==> src/rtl/uop_fetch_seq.sv <==
// uop_fetch_seq
//   Sequencer between the microcode uop buffer and the issue stage. Walks the
//   uop buffer from a start address, pushes each two-slot bundle into a small
//   FIFO and presents the FIFO head downstream over valid/ready. Supports
//   end-of-microcode detection, redirect (flush + refetch) and branch-tag kill.
//
// Ports
//   clk, reset        clock, synchronous active-high reset
//   start/start_addr  begin sequencing (honoured in IDLE/DONE only)
//   uop_addr / uop    read address to the uop buffer / combinational bundle back
//   out_bundle/out_valid/out_ready  FIFO head, downstream handshake
//   kill_valid/kill_tag             clear slot valid bits carrying kill_tag
//   redirect_valid/redirect_addr    flush FIFO and refetch from redirect_addr
//   busy / done       state is FETCH or DRAIN / state is DONE
//
// Slot layout (slot1 at +36): [35:4] instruction, [3:2] tag, [1] valid, [0] ctl.
module uop_fetch_seq #(
  parameter int UOP_BUF_SIZE           = 128,
  parameter int UOP_BUF_WIDTH          = 72,
  parameter int MAX_PREDICT_DEPTH_BITS = 2,
  parameter int FIFO_DEPTH             = 4
) (
  input  logic                              clk,
  input  logic                              reset,
  input  logic                              start,
  input  logic [$clog2(UOP_BUF_SIZE)-1:0]   start_addr,
  output logic [$clog2(UOP_BUF_SIZE)-1:0]   uop_addr,
  input  logic [UOP_BUF_WIDTH-1:0]          uop,
  output logic [UOP_BUF_WIDTH-1:0]          out_bundle,
  output logic                              out_valid,
  input  logic                              out_ready,
  input  logic                              kill_valid,
  input  logic [MAX_PREDICT_DEPTH_BITS-1:0] kill_tag,
  input  logic                              redirect_valid,
  input  logic [$clog2(UOP_BUF_SIZE)-1:0]   redirect_addr,
  output logic                              busy,
  output logic                              done
);

  localparam int AW    = $clog2(UOP_BUF_SIZE);
  localparam int PW    = $clog2(FIFO_DEPTH);
  localparam int CW    = PW + 1;
  localparam int TB    = MAX_PREDICT_DEPTH_BITS;
  localparam int SLOT1 = 36;

  typedef enum logic [1:0] {S_IDLE, S_FETCH, S_DRAIN, S_DONE} state_t;

  state_t                   state_q, state_d;
  logic [AW-1:0]            pc_q, pc_d, pc_inc;
  logic [PW-1:0]            rd_q, rd_d, wr_q, wr_d;
  logic [CW-1:0]            count_q, count_d;
  logic [UOP_BUF_WIDTH-1:0] fifo_q [FIFO_DEPTH];
  logic [UOP_BUF_WIDTH-1:0] fifo_d [FIFO_DEPTH];
  logic                     can_fetch, is_term, push, pop;

  // Clear the valid bit of every slot whose tag matches the kill tag.
  function automatic logic [UOP_BUF_WIDTH-1:0] squash(
    input logic [UOP_BUF_WIDTH-1:0] b,
    input logic                     kv,
    input logic [TB-1:0]            kt
  );
    logic [UOP_BUF_WIDTH-1:0] r;
    r = b;
    if (kv && (b[2 +: TB] == kt))         r[1]         = 1'b0;
    if (kv && (b[SLOT1+2 +: TB] == kt))   r[SLOT1+1]   = 1'b0;
    return r;
  endfunction

  // Fetch decisions use the registered count only, so a pop this cycle
  // never frees a slot for a push in the same cycle.
  always_comb begin
    can_fetch = (state_q == S_FETCH) && (count_q != CW'(FIFO_DEPTH));
    // Terminator detection looks at the raw bundle, before any kill.
    is_term   = ~uop[SLOT1+1] & ~uop[1];
    push      = can_fetch && !is_term && !redirect_valid;
    pop       = out_valid && out_ready && !redirect_valid;
    pc_inc    = (pc_q == AW'(UOP_BUF_SIZE - 1)) ? '0 : pc_q + AW'(1);
  end

  // FIFO bookkeeping; redirect flushes and resets the pointers.
  always_comb begin
    count_d = count_q + CW'(push) - CW'(pop);
    rd_d    = pop  ? rd_q + PW'(1) : rd_q;
    wr_d    = push ? wr_q + PW'(1) : wr_q;
    if (redirect_valid) begin
      count_d = '0;
      rd_d    = '0;
      wr_d    = '0;
    end
  end

  // Every entry sees the kill in parallel; the entry being written takes the
  // squashed incoming bundle instead.
  for (genvar gi = 0; gi < FIFO_DEPTH; gi++) begin : g_entry
    assign fifo_d[gi] = (push && (wr_q == PW'(gi))) ? squash(uop, kill_valid, kill_tag)
                                                    : squash(fifo_q[gi], kill_valid, kill_tag);
  end

  // State register.
  always_ff @(posedge clk) begin
    if (reset) begin
      state_q <= S_IDLE;
      pc_q    <= '0;
      count_q <= '0;
      rd_q    <= '0;
      wr_q    <= '0;
    end else begin
      state_q <= state_d;
      pc_q    <= pc_d;
      count_q <= count_d;
      rd_q    <= rd_d;
      wr_q    <= wr_d;
    end
  end

  // Payload storage carries no reset: contents are meaningless while empty.
  always_ff @(posedge clk) begin
    for (int i = 0; i < FIFO_DEPTH; i++) begin
      fifo_q[i] <= fifo_d[i];
    end
  end

  // Next-state logic. Redirect beats start and applies in every state.
  always_comb begin
    state_d = state_q;
    pc_d    = pc_q;
    if (redirect_valid) begin
      state_d = S_FETCH;
      pc_d    = redirect_addr;
    end else begin
      case (state_q)
        S_IDLE, S_DONE: begin
          if (start) begin
            state_d = S_FETCH;
            pc_d    = start_addr;
          end
        end
        S_FETCH: begin
          if (can_fetch) begin
            if (is_term) state_d = S_DRAIN;
            else         pc_d    = pc_inc;
          end
        end
        S_DRAIN: begin
          if (count_d == '0) state_d = S_DONE;
        end
        default: state_d = S_IDLE;
      endcase
    end
  end

  // Outputs.
  always_comb begin
    uop_addr   = pc_q;
    out_valid  = (count_q != '0);
    out_bundle = fifo_q[rd_q];
    busy       = (state_q == S_FETCH) || (state_q == S_DRAIN);
    done       = (state_q == S_DONE);
  end

endmodule

==> config.mk <==
export PLATFORM = sky130hd
export DESIGN_NAME = uop_fetch_seq
export DESIGN_NICKNAME = d
export VERILOG_FILES = /design/src/rtl/uop_fetch_seq.sv
export SDC_FILE = /design/constraint.sdc
export NUM_CORES = 1
export LEC_CHECK = 0
export CAP_MARGIN = 15
export CELL_PAD_IN_SITES_DETAIL_PLACEMENT = 0
export CELL_PAD_IN_SITES_GLOBAL_PLACEMENT = 1
export CORE_MARGIN = 5
export CORE_UTILIZATION = 45
export DETAILED_ROUTE_END_ITERATION = 12
export HOLD_SLACK_MARGIN = 0.12
export PLACE_DENSITY = 0.87
export REMOVE_ABC_BUFFERS = 1
export SLEW_MARGIN = 15
export SYNTH_ARGS = -nofsm -noshare
export SYNTH_HDL_FRONTEND = slang
export SYNTH_SLANG_ARGS = --single-unit
==> constraint.sdc <==
create_clock -name clk -period 8.2 [get_ports clk]
set_input_delay 0.82 -clock clk [delete_from_list [all_inputs] [get_ports clk]]
set_output_delay 0.82 -clock clk [all_outputs]
set_load 0.1 [all_outputs]
==> flow_summary.toml <==
[outcome]
status = "completed"

[yosys]
synthCells = 567
synth_seq_cells = 306
synth_edf_count = 288
synth_seq_area_share_pct = 75.85
synth-main-ff-cell = "edfxtp_1"
avgSynthCellArea_sq_um = 20.95
synth.distinct_cells = 44
ys_async_sr_fraction_pct = 0
ys.warnings.count = 0
netlist_area_sq_um = 11880

[setup_path]
cp_top_family = "buffers and inverters"
slowest_delay_ns = 0.99
critical_path_class = "flop to primary output"
crit_chain = "buf_4, buf_16, mux4_2, clkdlybuf4s50_1"
crit_arrival_ns = 3.58
slowest_stage = "clkdlybuf4s50_1"
required_ns = 7.38
endpoint_kind = "primary output"
crit_buf_inv = 3
start_kind = "flop"
worstPathMaxFanout = 29

[global_route]
grt_pass1_vias = 6271
grt.total_usage_pct = 15.59
grt_max_degree = 73
grt_overflow = 0
antenna_found_initial = 1
grt_pass1_wl_um = 35860

[die]
core_area_sq_um = 26060
fp.dieW_um = 172.5
top_level_ports = 176
die_y_um = 172.5
rows = 59
initial_utilization_pct = 45.58
die_area_sq_um = 29740

[route]
drc = 0
dr.pass1.iters = 5
drt_iter0_markers = 550
vias = 5972
viasPerCell = 5.346
antenna_left = 0
drt-total-wl_um = 23430
wire_per_inst_um = 20.98

[clock_tree]
post_cts_resized = 0
cts-buffers-inserted = 30
cts_setup_buffers = 0
max-clock-path-buffers = 3
htree_levels = 1
clock_sinks = 306
clock_latency_ns = 0.54
hold_buffers = 0
root_buffer = "clkbuf_16"
cts_tree = "built"
cts.reportedPaths.clkPinSlew_ns = 0.06

[sta]
grt_setup_unrepaired = "false"
hold_violations = 0
setup_viol = 0
maxSlewViolCount = 0
fin_skew_ns = 0.01108
tightest_slew_ns = 1.099
timing.max_slew.rel_slack_pct = 26.74
finalCritPeriodShare_pct = 53.63
fin_setup_tns_ns = 0
timing.fmax_mhz = 227.4
period_minus_slack_ns = 4.398

[job]
cap_viol_max_count = 0

[pwr]
ir_drop_v = 0.0002001
cellLeakagePower_uw = 0.004814
powerDensity_nw_per_um2 = 237.6

[cells_and_area]
drive_gt1_share_pct = 18.08
fin_nets = 861
syn2layout_area_growth_pct = 26.85
final_util_pct = 57.81

[placed_design]
hpwl_um = 14790
place_congestion = 0.7933
portBuffers = 175

[worst_hold_path]
hold_class = "flop to flop"
-- area by class of cell --
| class | count | area [sq um] |
|---|---|---|
| clock buffers | 33 | 783.3 |
| fillers | 1880 | 10990 |
| inverters | 21 | 78.83 |
| clock inverters | 23 | 267.8 |
| diodes | 2 | 5.005 |
| repair buffers | 181 | 1817 |
| well taps | 335 | 419.2 |
| multi-input cells | 216 | 2679 |
| flip-flops and latches | 306 | 9016 |
-- worst reg2reg max path, delay by kind of cell (launching register included) --
| family | cells | cell delay, ns |
|---|---|---|
| compound gates | 4 | 1.41 |
| fa+ha+maj | 4 | 1.27 |
| buf+inv | 4 | 0.32 |
| xor+xnor | 1 | 0.22 |
| flops | 1 | 0.33 |
| simple gates | 1 | 0.04 |
-- final timing paths --
path	endpoint	slack [ns]	cells past startpoint	startpoint
worst max-delay path	out_bundle[19]	3.80	4	flop
worst min-delay path	flop	0.51	2	rd_q[1]$_SDFFE_PP0P_
worst max register to register	state_q[0]$_SDFFE_PP0P_	4.48	14	state_q[1]$_SDFFE_PP0P_
worst min register to register	flop	0.51	2	rd_q[1]$_SDFFE_PP0P_
-- sequential cells by signal, indices dropped and copies added, names as in the netlist, named ones only --
name      flops
uop_addr      7
fifo_q      288
rd_q          2
wr_q          2
count_q       3
state_q       2
-- power by group --
part / switching [uW] / leakage (uW) / internal (uW)
sequential: 14.9 / 0.00276 / 1740
combinational: 275 / 0.00155 / 127
clock: 570 / 0.000507 / 851
-- metrics by stage --
step           total power, uW  hold slack [ns]  std cells  setup WS (ns)  instance area, sq um
4_1_cts                   3615           0.5153       1114          3.499                 15030
3_5_place_dp              2193           0.5049       1058          3.964                 13980
6_report                  3579           0.5128       1117          3.802                 15070
5_1_grt                   3708           0.5389       1115          3.517                 15060
2_1_floorplan             2056           0.4895        543          3.390                 11770
3_3_place_gp              2187           0.5013       1058          4.026                 13980
-- cells in the final DEF (no fill, tap or decap), types with 4 or more instances in the layout --
cell type        Yosys  routed
edfxtp_1           288     288
clkdlybuf4s50_1      0     175
mux4_2              72      72
clkbuf_16            0      31
xnor2_1             26      26
nor2_1              20      20
nand2_1             18      18
inv_1               20      16
dfxtp_1             18      16
nand3_1             15      15
ha_1                10      10
clkinv_1             1       6
nor3_1               5       5
bufinv_16            0       5
clkinv_2             0       5
buf_4                0       5
a211oi_1             4       4
inv_2                0       4
o21a_1               4       4
a2111oi_0            4       4
-- layer usage --
layer  track usage (%)  routed length [um]
met1             21.85                9632
met2             25.64               11350
met3             3.315                2064
met4             3.178                 365
met5                 0                  13
-- cells by family after synthesis --
kind of cell | synth area share, %
fa+ha+maj | 1.222
mux | 13.91
compound gates | 2.307
buf+inv | 1.591
flops | 75.85
simple gates | 3.013
xor+xnor | 2.107
-- cells in the mapped netlist, types with 3 or more instances --
| master | instances | share of area (%) |
|---|---|---|
| nand3_1 | 15 | 0.63 |
| ha_1 | 10 | 1.1 |
| inv_1 | 20 | 0.63 |
| nor3_1 | 5 | 0.21 |
| nor2_1 | 20 | 0.63 |
| clkbuf_1 | 12 | 0.38 |
| mux4_2 | 72 | 14 |
| edfxtp_1 | 288 | 73 |
| nor4_1 | 3 | 0.16 |
| mux2i_1 | 3 | 0.25 |
| and4_1 | 3 | 0.22 |
| dfxtp_1 | 18 | 3.0 |
| a2111oi_0 | 4 | 0.29 |
| a211oi_1 | 4 | 0.25 |
| and3_1 | 3 | 0.16 |
| o21a_1 | 4 | 0.25 |
| buf_2 | 10 | 0.42 |
| nand2_1 | 18 | 0.57 |
| xnor2_1 | 26 | 1.9 |
No activity file was read; power rests on OpenSTA's default activity.
